## config.mk

```make
export PLATFORM = sky130hd
export DESIGN_NAME = rf_cmd_sched
export DESIGN_NICKNAME = d
export VERILOG_FILES = /design/src/rtl/rf_cmd_sched.sv
export SDC_FILE = /design/constraint.sdc
export NUM_CORES = 1
export LEC_CHECK = 0
export ABC_AREA = 1
export BUFFER_PORTS_ARGS = -buffer_cell sky130_fd_sc_hd__buf_4
export CAP_MARGIN = 20
export CORE_ASPECT_RATIO = 1.1
export CORE_MARGIN = 10
export CORE_UTILIZATION = 57
export CTS_BUF_LIST = sky130_fd_sc_hd__clkbuf_16
export CTS_CLUSTER_SIZE = 12
export DETAILED_ROUTE_END_ITERATION = 8
export PLACE_DENSITY_LB_ADDON = 0.05
export SYNTH_ARGS = -nofsm -noshare
export SYNTH_HDL_FRONTEND = slang
export SYNTH_SLANG_ARGS = --single-unit
```

## constraint.sdc

```tcl
create_clock -name clk -period 4.94 [get_ports clk]
set_input_delay 0.494 -clock clk [delete_from_list [all_inputs] [get_ports clk]]
set_output_delay 0.494 -clock clk [all_outputs]
set_load 0.05 [all_outputs]
```

## src/rtl/rf_cmd_sched.sv

```systemverilog
// Register-file command scheduler: buffers move/ldst commands and runs them one
// at a time on the selected engine, steering the RF RAM mux only between commands.
module rf_cmd_sched #(
  parameter int PAYLOAD_W      = 64,
  parameter int FIFO_DEPTH     = 4,
  parameter int TIMEOUT_W      = 16,
  parameter int TIMEOUT_CYCLES = 50000
) (
  input  logic                          clk,
  input  logic                          rst_n,
  input  logic                          cmd_valid_i,
  output logic                          cmd_ready_o,
  input  logic                          cmd_type_i,
  input  logic [PAYLOAD_W-1:0]          cmd_payload_i,
  output logic                          ram_sel_o,
  output logic                          move_start_o,
  output logic                          ldst_start_o,
  output logic [PAYLOAD_W-1:0]          eng_payload_o,
  input  logic                          move_done_i,
  input  logic                          ldst_done_i,
  output logic                          cmd_done_o,
  output logic                          busy_o,
  output logic [$clog2(FIFO_DEPTH):0]   fifo_count_o,
  output logic                          err_timeout_o,
  input  logic                          err_clr_i
);

  localparam int PTR_W = $clog2(FIFO_DEPTH);
  localparam int CNT_W = PTR_W + 1;
  localparam bit WD_EN = (TIMEOUT_CYCLES != 0);
  localparam logic [TIMEOUT_W-1:0] WD_LAST = TIMEOUT_W'((TIMEOUT_CYCLES == 0) ? 0 : TIMEOUT_CYCLES - 1);
  localparam logic [TIMEOUT_W-1:0] WD_MAX  = '1;

  typedef enum logic [1:0] {S_IDLE, S_SETUP, S_START, S_WAIT} state_e;

  state_e                 state_q;
  logic                   cur_type_q;
  logic                   ram_sel_q;
  logic                   move_start_q;
  logic                   ldst_start_q;
  logic [PAYLOAD_W-1:0]   payload_q;
  logic                   cmd_done_q;
  logic                   err_q;
  logic [TIMEOUT_W-1:0]   wd_q;

  // FIFO entries carry the command type in the MSB above the payload
  logic [PAYLOAD_W:0]     mem_q [FIFO_DEPTH];
  logic [PTR_W-1:0]       wr_ptr_q;
  logic [PTR_W-1:0]       rd_ptr_q;
  logic [CNT_W-1:0]       count_q;
  logic [CNT_W-1:0]       count_d;

  logic                   push;
  logic                   pop;
  logic [PAYLOAD_W:0]     head;
  logic                   sel_done;
  logic                   wd_expire;

  assign cmd_ready_o = (count_q != CNT_W'(FIFO_DEPTH));
  assign push        = cmd_valid_i && cmd_ready_o;
  assign pop         = (state_q == S_IDLE) && (count_q != '0);
  assign head        = mem_q[rd_ptr_q];
  assign count_d     = count_q + CNT_W'(push) - CNT_W'(pop);
  assign sel_done    = cur_type_q ? ldst_done_i : move_done_i;
  assign wd_expire   = WD_EN && (wd_q == WD_LAST);

  always_ff @(posedge clk) begin
    if (push) mem_q[wr_ptr_q] <= {cmd_type_i, cmd_payload_i};
  end

  always_ff @(posedge clk or negedge rst_n) begin
    if (!rst_n) begin
      wr_ptr_q <= '0;
      rd_ptr_q <= '0;
      count_q  <= '0;
    end else begin
      if (push) wr_ptr_q <= wr_ptr_q + 1'b1;
      if (pop)  rd_ptr_q <= rd_ptr_q + 1'b1;
      count_q <= count_d;
    end
  end

  always_ff @(posedge clk or negedge rst_n) begin
    if (!rst_n) begin
      state_q      <= S_IDLE;
      cur_type_q   <= 1'b0;
      ram_sel_q    <= 1'b0;
      move_start_q <= 1'b0;
      ldst_start_q <= 1'b0;
      payload_q    <= '0;
      cmd_done_q   <= 1'b0;
      err_q        <= 1'b0;
      wd_q         <= '0;
    end else begin
      move_start_q <= 1'b0;
      ldst_start_q <= 1'b0;
      cmd_done_q   <= 1'b0;
      if (err_clr_i) err_q <= 1'b0;
      case (state_q)
        S_IDLE: begin
          if (pop) begin
            cur_type_q <= head[PAYLOAD_W];
            ram_sel_q  <= head[PAYLOAD_W];
            payload_q  <= head[PAYLOAD_W-1:0];
            state_q    <= S_SETUP;
          end
        end
        S_SETUP: begin
          move_start_q <= !cur_type_q;
          ldst_start_q <= cur_type_q;
          state_q      <= S_START;
        end
        S_START: begin
          wd_q    <= '0;
          state_q <= S_WAIT;
        end
        S_WAIT: begin
          // a done coinciding with expiry is a normal completion
          if (sel_done) begin
            cmd_done_q <= 1'b1;
            state_q    <= S_IDLE;
          end else if (wd_expire) begin
            err_q      <= 1'b1;
            cmd_done_q <= 1'b1;
            state_q    <= S_IDLE;
          end else if (wd_q != WD_MAX) begin
            wd_q <= wd_q + 1'b1;
          end
        end
        default: state_q <= S_IDLE;
      endcase
    end
  end

  assign ram_sel_o     = ram_sel_q;
  assign move_start_o  = move_start_q;
  assign ldst_start_o  = ldst_start_q;
  assign eng_payload_o = payload_q;
  assign cmd_done_o    = cmd_done_q;
  assign err_timeout_o = err_q;
  assign fifo_count_o  = count_q;
  assign busy_o        = (state_q != S_IDLE) || (count_q != '0);

endmodule

```

==> results.toml <==
[power_and_ir_drop]
maximum_ir_drop_on_the_vdd_rail_v = 0.0004021
total_leakage_power_nw = 6.118
p_per_area_mw_per_mm2 = 672.7
total_power_mw = 10.89

[synthesis]
postSynthRegisterBits = 354
syn-num-nets = 1232
synth_edf_count = 260
synth_area_per_cell_um2 = 12.02
yosys_warnings = 0
share_of_synthesized_area_occupied_by_flip_flops_and_latches_pct = 73.55
synthMostInstantiatedCell = "sky130_fd_sc_hd__nor2_1"
postSynth.asyncResetShare_pct = 26.55
netlist_area_mm2 = 0.01381
synth_top_cell_area_share_pct = 56.52
top_reg_cell_synth = "sky130_fd_sc_hd__edfxtp_1"
ys_types = 31
yosysTopAreaCell = "sky130_fd_sc_hd__edfxtp_1"
netlist_instances = 1149
synth.area.top_cells = "sky130_fd_sc_hd__edfxtp_1 (57%), sky130_fd_sc_hd__dfrtp_1 (17%), sky130_fd_sc_hd__nor2_1 (9.6%)"
synth_common_cells = "sky130_fd_sc_hd__nor2_1 (353), sky130_fd_sc_hd__edfxtp_1 (260), sky130_fd_sc_hd__o21ai_0 (141), sky130_fd_sc_hd__dfrtp_1 (94), sky130_fd_sc_hd__nand2_1 (67)"

[outcome]
status = "completed"

[worst_hold_path]
min_path_type = "in -> async"

[setup_path]
setup.worst_path.end_class = "flop"
critical_path_class = "reg -> reg"
critical_path.slowest_cell = "sky130_fd_sc_hd__clkinv_2"
cp_top_family = "buffers and inverters"
reg2reg_from = "rd_ptr_q[0]"
critPathBufInv = 2
crit_path_max_fanout = 83
startpoint_kind_of_the_worst_setup_timing_path = "flop"
crit_arrival_ns = 3.15
cp-startpoint = "rd_ptr_q[0]"
data_required_time_at_the_worst_endpoint_ns = 5.29
worst_path_largest_cell_delay_ns = 0.92
timing.critical_path.cells = "clkinv_2 > buf_4 > o21ai_0 > a31oi_1"

[timing]
fin_crit_ns = 2.795
finalHoldViolations = 0
tightestPinTransition_ns = 1.061
drv_slew = 0
timing.max_slew.rel_slack_pct = 29.29
fmax_mhz = 357.8
layout_setup_ws_ns = 2.145
fin_worst_skew_ns = 0.02220
grt_setup_unrepaired = "no"
setup_tns_ns = 0
setup_viol_count_final = 0
finalCritPeriodShare_pct = 56.57

[floorplanning]
start_util_pct = 58.11
rows = 59
core_area_mm2 = 0.02377
chipWidth_um = 168.4
floorplan.die_area_mm2 = 0.03087
floorplan.io_pins = 145
die_h_um = 183.3

[final_layout]
footprint_of_the_multi_input_gates_mm2 = 0.003226
n_antenna_cell = 0
layout.filler_cells = 1770
nets = 1367
finish.utilization_pct = 68.08
final_area_mm2 = 0.01618
share_of_layout_cells_above_drive_strength_1_pct = 16.96
synth_to_final_area_change_pct = 17.15
final-seq-area_mm2 = 0.01016

[global_routing]
total_global_route_track_usage_pct = 18.83
first_pass_grt_wire_length_mm = 47.00
grt_overflow_total = 0
grt_max_degree = 88
via_count_of_the_first_global_routing_pass = 8750
initial_antenna_violation_count = 1

[clock_tree]
cts_hold_buffers = 0
post_cts.resized_instances = 0
clk_pin_slew_ns = 0.06
numClockSinks = 354
ctsLongestPathBuffers = 3
htreeDepth = 2
clk-insertion-delay-late_ns = 0.51
postCtsSetupBuffers = 0
cts.root.buffer_cell = "sky130_fd_sc_hd__clkbuf_16"
clock_tree_from_tritoncts = "done"
number_of_buffers_created_by_cts = 37

[place]
dp_hpwl_mm = 17.27
place_congestion = 0.8304
numPortBuffers = 144
pre_cts_setup_slack_ns = 2.100
dpl-instance-area_mm2 = 0.01511

[flow_run]
max_cap_viol_count = 0

[routing]
drtAntennaViolNets = 0
detail_route.wl_per_cell_um = 18.08
via_per_inst = 5.438
wl_mm = 29.18
remaining_routing_drc_violations = 0
dr_total_vias = 8777
drt_first_pass_iters = 5
detailedRoute.firstIterationViolations = 658
cell type report:
class                      instances  share of cell area [%]
timing repair buffer             158                   7.407
tap                              305                   2.358
inverter                          38                  0.8892
sequential                       354                   62.82
multi-input combinational        695                   19.93
clock buffer                      38                   5.876
clock inverter                    26                  0.7191
flip-flops by register name, summed over array words and instances, names as in the netlist:
name           flops
eng_payload_o     64
ldst_start_o       1
err_timeout_o      1
rd_ptr_q           2
wd_q              16
fifo_count_o       3
state_q            2
wr_ptr_q           2
move_start_o       1
cmd_done_o         1
mem_q            260
ram_sel_o          1
where the power goes:
group / internal, mW / total, mW / switching, mW
sequential: 4.02 / 4.38 / 0.362
combinational: 1.15 / 4.08 / 2.93
clock: 1.38 / 2.43 / 1.04
total: 6.55 / 10.9 / 4.34
per-layer routing:
metal	wire (um)	global-route usage [%]	share of wire [%]
met1	12450	24.34	43
met2	14580	31.89	50
met3	1643	3.764	5.6
met4	486	5.052	1.7
met5	13	0	0.045
worst reg2reg max path, stage by stage (launching register included):
cell	delay, ns
sky130_fd_sc_hd__dfrtp_4	0.75
sky130_fd_sc_hd__clkinv_2	0.93
sky130_fd_sc_hd__buf_4	0.61
sky130_fd_sc_hd__o21ai_0	0.25
sky130_fd_sc_hd__a31oi_1	0.11
cells in the final DEF, fill, tap and decap left out, drive strengths merged, types with 2 or more instances in the layout:
master / synthesis / routed
nand3: 20 / 20
xor2: 4 / 4
ha: 11 / 11
nand4: 3 / 3
buf: 35 / 158
nor2: 357 / 357
nand2: 68 / 68
o21ai: 152 / 152
edfxtp: 260 / 260
inv: 38 / 55
a21oi: 6 / 6
a31oi: 66 / 66
o22ai: 2 / 2
clkinv: 0 / 9
dfrtp: 94 / 94
clkbuf: 27 / 38
cells by family after synthesis:
| logic type | count (synthesis) | synth area share, % |
|---|---|---|
| AND/OR/NAND/NOR | 451 | 12.71 |
| buffers and inverters | 100 | 3.315 |
| AO/OA/AOI/OAI | 227 | 8.967 |
| flip-flops | 354 | 73.55 |
| adder cells (fa/ha/maj) | 12 | 1.141 |
| XOR/XNOR | 5 | 0.3170 |
path summary, 6_finish.rpt:
check,end,slack (ns),depth (start not counted)
setup / recovery,eng_payload_o[6],2.15,4
hold / removal,eng_payload_o[17],0.001,1
setup reg to reg,eng_payload_o[6],2.15,4
hold reg to reg,state_q[1],0.54,2
max in group asynchronous,eng_payload_o[31],3.73,2
min in group clk,mem_q[1][63],0.18,1
through the flow:
step | instances | hold slack [ns]
after floorplan | 1149 | 0.1984
after global placement | 1549 | 0.5126
after detailed placement | 1550 | 0.5222
after CTS | 1614 | 0.007739
after global routing | 1614 | 0.03736
final | 1614 | 0.001092
Note: power is estimated with default switching activity, not from simulation.
